$ cat src/rtl/au_seq.sv
// Operand/sequencing stage feeding the arithmetic unit: holds RA/RB, issues
// one-cycle ALU requests, writes results back, and presents OUT results downstream.
module au_seq #(
  parameter int DATA_W = 8
) (
  input  logic              clk,
  input  logic              rst,
  input  logic              in_valid,
  output logic              in_ready,
  input  logic [3:0]        in_op,
  input  logic [DATA_W-1:0] in_data,
  output logic              au_en,
  output logic [3:0]        ac,
  output logic [DATA_W-1:0] au_a,
  output logic [DATA_W-1:0] au_b,
  input  logic [DATA_W-1:0] au_t,
  input  logic              au_gf,
  output logic              out_valid,
  input  logic              out_ready,
  output logic [DATA_W-1:0] out_data,
  output logic              gf_q,
  output logic [DATA_W-1:0] ra_q,
  output logic [DATA_W-1:0] rb_q,
  output logic              bad_op
);

  localparam logic [1:0] S_IDLE     = 2'd0;
  localparam logic [1:0] S_EXEC     = 2'd1;
  localparam logic [1:0] S_OUT_WAIT = 2'd2;

  localparam logic [3:0] OP_NOP  = 4'b0000;
  localparam logic [3:0] OP_LDA  = 4'b0001;
  localparam logic [3:0] OP_LDB  = 4'b0010;
  localparam logic [3:0] OP_ADD  = 4'b1000;
  localparam logic [3:0] OP_SUB  = 4'b1001;
  localparam logic [3:0] OP_MOVA = 4'b0100;
  localparam logic [3:0] OP_MOVB = 4'b0101;
  localparam logic [3:0] OP_OUT  = 4'b1101;

  logic [1:0]        r_state;
  logic [3:0]        r_ac;
  logic [DATA_W-1:0] r_ra;
  logic [DATA_W-1:0] r_rb;
  logic              r_gf;
  logic [DATA_W-1:0] r_out_data;
  logic              r_bad_op;

  logic w_accept;
  logic w_exec;

  assign in_ready = (r_state == S_IDLE) && !rst;
  assign w_accept = in_valid && in_ready;
  assign w_exec   = (r_state == S_EXEC);

  always_ff @(posedge clk) begin
    if (rst) begin
      r_state    <= S_IDLE;
      r_ac       <= 4'b0000;
      r_ra       <= '0;
      r_rb       <= '0;
      r_gf       <= 1'b0;
      r_out_data <= '0;
      r_bad_op   <= 1'b0;
    end else begin
      r_bad_op <= 1'b0;
      case (r_state)
        S_IDLE: begin
          if (w_accept) begin
            case (in_op)
              OP_NOP: ;
              OP_LDA: r_ra <= in_data;
              OP_LDB: r_rb <= in_data;
              OP_ADD, OP_SUB, OP_MOVA, OP_MOVB, OP_OUT: begin
                r_ac    <= in_op;
                r_state <= S_EXEC;
              end
              default: r_bad_op <= 1'b1;
            endcase
          end
        end
        S_EXEC: begin
          // au_t is only valid here; the unit floats it while disabled.
          case (r_ac)
            OP_ADD: begin
              r_ra <= au_t;
              r_gf <= 1'b0;
            end
            OP_SUB: begin
              r_ra <= au_t;
              r_gf <= au_gf;
            end
            OP_MOVA: r_ra <= au_t;
            OP_MOVB: r_rb <= au_t;
            OP_OUT:  r_out_data <= au_t;
            default: ;
          endcase
          r_state <= (r_ac == OP_OUT) ? S_OUT_WAIT : S_IDLE;
        end
        S_OUT_WAIT: begin
          if (out_ready) r_state <= S_IDLE;
        end
        default: r_state <= S_IDLE;
      endcase
    end
  end

  assign au_en = w_exec;
  assign ac    = w_exec ? r_ac : 4'b0000;
  assign au_a  = !w_exec ? '0 : ((r_ac == OP_MOVA) ? r_rb : r_ra);
  assign au_b  = (w_exec && ((r_ac == OP_ADD) || (r_ac == OP_SUB))) ? r_rb : '0;

  assign out_valid = (r_state == S_OUT_WAIT);
  assign out_data  = r_out_data;
  assign gf_q      = r_gf;
  assign ra_q      = r_ra;
  assign rb_q      = r_rb;
  assign bad_op    = r_bad_op;

endmodule

$ cat config.mk
export PLATFORM = sky130hd
export DESIGN_NAME = au_seq
export DESIGN_NICKNAME = d
export VERILOG_FILES = /design/src/rtl/au_seq.sv
export SDC_FILE = /design/constraint.sdc
export NUM_CORES = 1
export LEC_CHECK = 0
export CAP_MARGIN = 5
export CORE_ASPECT_RATIO = 1.4
export CORE_MARGIN = 5
export CORE_UTILIZATION = 45
export DETAILED_ROUTE_END_ITERATION = 16
export PLACE_DENSITY = 0.85
export SYNTH_ARGS = -nofsm -noshare
export SYNTH_HDL_FRONTEND = slang
export SYNTH_SLANG_ARGS = --single-unit
$ cat constraint.sdc
create_clock -name clk -period 2.45 [get_ports clk]
set_input_delay 0.49 -clock clk [delete_from_list [all_inputs] [get_ports clk]]
set_output_delay 0.49 -clock clk [all_outputs]
set_load 0.005 [all_outputs]
-- Yosys cells after proc, flatten, opt, wreduce, memory -nomap -nowiden
Index checks and enable logic that the tools add are counted.
- register bits: 32
- bits of input ports: 25
- logic and storage cells: 68
- equal/unequal tests: 21
- muxes and demuxes: 19
- bitwise operators: 2
- reductions and logical operators: 19
- operators with widths (kind ; count):
    2-to-1 mux 8 bit ; 9
    case mux 8 bit (2 select lines) ; 2
    == test 4 bit, second input constant ; 6
    == test 4 x 3 -> 1 bit, second input constant ; 4
    inequality test 2 x 1 -> 1 bit, second input constant ; 5
    2-to-1 mux 2 bit ; 4
    AND reduction 4 bit ; 2
    OR reduction 8 bit ; 1
    case mux 2 bit (3 select lines) ; 1
    AND reduction 3 bit ; 2
    OR reduction 3 bit ; 2
    OR reduction 5 bit ; 1
    == test 4 x 1 -> 1 bit, second input constant ; 1
    == test 4 x 2 -> 1 bit, second input constant ; 1
    logical NOT 4 bit ; 1
    2-to-1 mux 4 bit ; 1
    inequality test 2 bit, second input constant ; 2
    AND reduction 2 bit ; 2
    nonzero test 2 bit ; 2
    logical AND 1 bit ; 3
    == test 2 x 1 -> 1 bit, second input constant ; 1
    == test 2 bit, second input constant ; 1
    logical NOT 2 bit ; 1
    NOT 1 bit ; 2
    4 further kinds ; 4

-- Longest topological paths before layout
Gate-level depths: netlist of the first run.
- depth after elaboration: 5
- depth in mapped cells: 7

-- Worst setup path after synthesis of the first run
OpenSTA, ideal clock, no wires.
- path kind: flip-flop to output port
- start: reg r_ac[3]
- end: out au_a[0]
- data arrival time: 1.205 ns
- data required time: 1.960 ns
- setup slack: 0.755 ns
- cell stages (with the launch flop): 5
- path buffers: 0
- path through: dfxtp_1 -> nand2b_1 -> nor3_1 -> nand2_1 -> a21oi_1
- longest elaborated chain between the ends: 3
- RTL lines (item ; line ; RTL):
    from (decl) ; 41 ; logic [3:0] r_ac;
    from (signal assigned) ; 74 ; r_ac <= in_op;
    == test 4 x 3 -> 1 bit ; 109 ; assign au_a = !w_exec ? '0 : ((r_ac == OP_MOVA) ? r_rb : r_ra);
    2-to-1 mux 8 bit (2 in series) ; 109 ;
    to (decl) ; 14 ; output logic [DATA_W-1:0] au_a,
Every way passes these cells.

-- Worst setup path after layout of the first run
- start: reg r_ac[1]
- end: out au_b[7]
- longest elaborated chain between the ends: 4
- elaborated cells between the ends (all ways): 5
- classes of those cells: eq/ne: 2; mux: 1; reduce/logical: 2
- RTL lines (item ; line ; RTL):
    == test 4 bit ; 110 ; assign au_b = (w_exec && ((r_ac == OP_ADD) || (r_ac == OP_SUB))) ? r_rb : '0;
    logical OR 1 bit * ; 110 ;
    logical AND 1 bit * ; 110 ;
    2-to-1 mux 8 bit * ; 110 ;
    to (decl) ; 15 ; output logic [DATA_W-1:0] au_b,
Mark *: on every way between the ends. The rest lies on a longest branch, timed or not.

==> results.toml, run 1 <==
[routing]
first_pass_iters = 4
final_antenna_net_count = 0
wl_per_cell_um = 15.4
viasPerCell = 5.27
num_vias = 1702
first_iter_violations = 65
drt_wl_total_um = 4980
drc = 0

[global_route]
antenna_found_initial = 0
grt_util_all_layers_pct = 20.5
first_global_vias = 1607
grt_pass1_wl_um = 7760
grt_max_degree = 20
grt_overflow_total = 0

[synth]
async_flop_share_pct = 0
yosysSeqAreaShare_pct = 37.8
synth_edf_count = 0
yosys-top-cells-area = "dfxtp_1, mux2_2, nand2_1"
synth_area_um2 = 1690
yosys-top-cells-count = "nand2_1, dfxtp_1, a21oi_1"
ys_warn_count = 0
synth_fp_nets = 224
syn_area_per_cell_um2 = 8.51
synth_seq_cells = 32
synth_top_cell_area_share_pct = 37.8
syn_inst = 199
synth_ff_type = "dfxtp_1"
synth.most_common_cell = "nand2_1"
synth_cell_types = 33
synth_top_area_cell = "dfxtp_1"

[setup_path]
worstPathMaxFanout = 10
r2r_cells = 5
endpoint_kind = "output port"
cp.required_ps = 1960
path_class = "flip-flop to output port"
arrival_ps = 1870
crit_path_start_kind = "flip-flop"

[timing]
fin_tns_setup_ps = 0
final_max_slew_viol_count = 0
worst_pin_slew_ps = 500
final.min_clock_period_ps = 2360
clock_skew_ps = 2.50
fmax_ghz = 0.423
slew_headroom_pct = 66.7
fin_crit_sh_pct = 96.4
final_hold_viol_count = 0
finalSetupViolations = 0

[clocking]
cts_hold_buf = 0
cts_buffer_depth = 2
clkTransAtPathRegs_ps = 70
cts_tree = "yes"
insertion_delay_ps = 290
cts_buffers = 5
htreeDepth = 2
clkSinkCount = 32
cts_root_buffer = "clkbuf_8"

[power]
p_sw_share_pct = 22.8
ir_drop_v = 0.000449
leakage_uw = 0.00101
combPwrFrac_pct = 11.1
p_seq_share_pct = 45.7
p_clk_share_pct = 43.2
p_per_area_nw_per_um2 = 440
p_sw_uw = 265
p_int_uw = 897

[cells_and_area]
regArea_um2 = 644
drive_gt1_share_pct = 15.7
fin_util_pct = 72.5
diodes = 0
n_fill_cell = 283
multi_input_area_um2 = 1020
area_growth_pct = 56.0
nNetsFinal = 305

[floorplanning]
fp.dieH_um = 82.6
start_util_pct = 46.5
rows = 26
dieArea_um2 = 5110
pin_count = 74
fp.dieW_um = 61.9
core-area_um2 = 3640

[placement]
port_buffers = 73
hpwl_um = 3510
gp_congestion = 0.845

[run]
cap_violations = 0

[min_path]
hold_class = "flip-flop to flip-flop"
holdPathStages = 2

[outcome]
status = "finished, final reports clean"
==> area by class of cell <==
type	count	area share, %
Clock buffer	6	2.75
Clock inverter	2	1.33
Inverter	3	0.426
Multi-Input combinational cell	155	38.4
Sequential cell	32	24.4
Tap cell	42	1.99
Timing Repair Buffer	83	30.7
==> worst paths after layout <==
kind / start / to / slack (ps)
worst max-delay path: r_ac[1]$_SDFFE_PP0P_ / au_b[7] / 90
worst min-delay path: gf_q$_SDFFE_PP0P_ / gf_q$_SDFFE_PP0P_ / 470
worst max register to register: r_state[0]$_SDFFE_PP0P_ / ra_q[3]$_SDFFE_PP0P_ / 720
worst min register to register: gf_q$_SDFFE_PP0P_ / gf_q$_SDFFE_PP0P_ / 470
==> metrics by stage <==
stage / instance area, µm² / std cells / hold slack [ps] / total power, µW / setup slack (ps)
floorplan: 1690 / 199 / 462 / 592 / 755
global placement: 2510 / 315 / 466 / 666 / 246
detailed placement: 2510 / 315 / 462 / 667 / 213
CTS: 2620 / 323 / 474 / 1170 / 7.13
global route: 2640 / 323 / 510 / 1210 / -11.1
finish: 2640 / 323 / 471 / 1160 / 87.9
==> kinds of logic after synthesis <==
kind of cell,synth area share (%)
mux,16.4
simple gates,31.4
compound gates,11.1
flops,37.8
buf+inv,3.32
==> registers in the layout, indices dropped and copies added (netlist names) <==
register,count
rb_q,8
bad_op,1
r_ac,4
out_data,8
gf_q,1
ra_q,8
r_state,2
==> placed cells by master (no fill, tap or decap), drive strengths merged, types with 2 or more instances in the layout <==
| master | n |
|---|---|
| a211oi | 2 |
| a21oi | 22 |
| and2 | 12 |
| and2b | 2 |
| buf | 10 |
| clkbuf | 6 |
| clkdlybuf4s50 | 71 |
| dfxtp | 32 |
| dlymetal6s2s | 2 |
| inv | 3 |
| mux2 | 16 |
| mux2i | 9 |
| nand2 | 35 |
| nand2b | 3 |
| nand4 | 2 |
| nor2 | 13 |
| nor2b | 19 |
| nor3 | 4 |
| o21ai | 3 |
==> routing by layer <==
layer  part of all wire [%]  up-vias  track usage (%)
met4                    2.5        0             8.49
li1                       -      834                -
met3                    6.7       10             6.69
met5                      0        -                0
met1                     41      794             25.8
met2                     49       64             31.9
==> power by group through the flow <==
stage                     clock (µW)  combinational [µW]  sequential, µW
after floorplan                    0                49.9             542
after global placement             0                 124             542
after detailed placement           0                 125             542
after CTS                        511                 127             531
after global routing             536                 139             532
final                            502                 129             531
==> critical path, stage by stage (launching register included) <==
cell,delay [ps]
dfxtp_2,380
and4bb_2,310
and2b_2,250
and2_1,150
clkdlybuf4s50_1,490
==> repair_timing <==
action,CTS,global route
buffers inserted,0,0
resized for setup,3,6
setup endpoints to repair,9,16
(Power assumes the default switching activity.)
==> run 2, diff against run 1 <==
CORE_ASPECT_RATIO = 0.5   (was 1.4)
CTS_CLUSTER_DIAMETER = 100   (was default)
==> run 2 against run 1 <==
  * Sequential power hardly changed
  * Cell area is 0.71% higher
  * Largest cell class unchanged
  * Wire length is 2.2% higher
  * Final cell count is 3.1% higher
  * Worst hold slack better by 39 ps
  * Largest power group unchanged
  * Critical path depth is 1 higher
  * Sequential share of layout area is 0.17 points lower
  * Highest routed layer unchanged
==> results.toml, run 2 (synthesis results as in run 1) <==
[outcome]
status = "finished, final reports clean"

[power]
p_sw_uw = 269
p_sw_share_pct = 23.1
ir_drop_v = 0.000252
p_seq_share_pct = 45.6
p_per_area_nw_per_um2 = 437
leakage_uw = 0.00103
combPwrFrac_pct = 10.8
total_power_uw = 1160
p_clk_share_pct = 43.6
p_int_uw = 895

[floorplanning]
rows = 15
core-area_um2 = 3530
fp.dieW_um = 96.8
start_util_pct = 48.0
pin_count = 74
fp.dieH_um = 53.4
dieArea_um2 = 5170

[routing]
drc = 0
wl_per_cell_um = 15.3
first_iter_violations = 43
first_pass_iters = 4
viasPerCell = 5.09
drt_wl_total_um = 5090
num_vias = 1695
final_antenna_net_count = 0

[setup_path]
r2r_start = "r_state[0]$_SDFFE_PP0P_"
cp.required_ps = 1960
r2r_cells = 5
endpoint_kind = "output port"
crit_path_start_kind = "flip-flop"
startpoint = "r_ac[3]$_SDFFE_PP0P_"
arrival_ps = 1850
worstPathMaxFanout = 8
path_class = "flip-flop to output port"

[clocking]
cts_root_buffer = "clkbuf_8"
cts_tree = "yes"
htreeDepth = 2
clkSinkCount = 32
cts_buffer_depth = 2
clkTransAtPathRegs_ps = 70
cts_buffers = 5
insertion_delay_ps = 290

[timing]
final_hold_viol_count = 0
final_max_slew_viol_count = 0
final.min_clock_period_ps = 2340
finalSetupViolations = 0
rsz0062_at_grt = "no"
worst_pin_slew_ps = 561
fmax_ghz = 0.427
fin_tns_setup_ps = 0
fin_crit_sh_pct = 95.6
clock_skew_ps = 2.37
slew_headroom_pct = 62.6

[global_route]
use_met2_pct = 41.3
first_global_vias = 1727
grt_use_met1_pct = 22.0
grt_max_degree = 39
grt_overflow_total = 0
grt-busiest-layer = "met2"
grt_util_all_layers_pct = 20.6
met3_usage_pct = 4.87
antenna_found_initial = 0
grt_pass1_wl_um = 8380

[cells_and_area]
diodes = 0
layout_common_cells = "clkdlybuf4s50_1, nand2_1, dfxtp_1"
fin_util_pct = 75.4
regArea_um2 = 644
drive_gt1_share_pct = 16.0
nNetsFinal = 306
final_area_um2 = 2660
multi_input_area_um2 = 1010
n_fill_cell = 280
area_growth_pct = 57.1
final_common_cell = "clkdlybuf4s50_1"

[run]
cap_violations = 0

[placement]
port_buffers = 73
gp_congestion = 0.784
hpwl_um = 3880
placed_area_um2 = 2510

[min_path]
hold_start = "out_data[4]$_SDFFE_PP0P_"
hold_class = "flip-flop to flip-flop"
holdPathStages = 2
==> run 2: cell type report <==
cell class	count	share of cell area [%]
Clock buffer	5	2.59
Clock inverter	3	1.60
Inverter	3	0.423
Multi-Input combinational cell	155	37.9
Sequential cell	32	24.2
Tap cell	51	2.40
Timing Repair Buffer	84	30.8
==> run 2: stage by stage <==
step	hold slack (ps)	cells	worst slack, ps
floorplan	462	199	755
global route	546	333	12.7
detailed placement	495	323	218
finish	510	333	107
global placement	457	323	271
CTS	513	331	6.22
==> run 2: timing repair <==
action / in CTS / in global routing
resized for setup: 3 / 7
setup endpoints to repair: 16 / 16
hold endpoints to repair: 0 / 0
hold buffers: 0 / 0
setup buffers: 0 / 2
==> run 2: path summary, 6_finish.rpt <==
kind | slack (ps) | to
max | 110 | au_a[5]
min | 510 | out_data[4]$_SDFFE_PP0P_
max reg2reg | 660 | ra_q[7]$_SDFFE_PP0P_
min reg2reg | 510 | out_data[4]$_SDFFE_PP0P_
==> run 2: power groups by stage <==
stage | logic [µW] | registers [µW] | clock network [µW]
after floorplan | 49.9 | 542 | 0
after global placement | 120 | 542 | 0
after detailed placement | 124 | 543 | 0
after CTS | 125 | 531 | 518
after global routing | 137 | 531 | 544
final | 126 | 531 | 507
==> run 2: layer usage <==
metal	wire (µm)	part of all wire (%)	vias to the layer above
met3	189	3.7	9
met4	74	1.5	0
met2	2640	52	33
met5	0	0	-
met1	2180	43	815
li1	-	-	838
==> run 2: worst max-delay path: stages (launching register included) <==
cell and delay, ps:
dfxtp_2 360, nand2b_1 190, or3_4 400, nand2_1 90, a21oi_1 60, clkdlybuf4s50_1 460
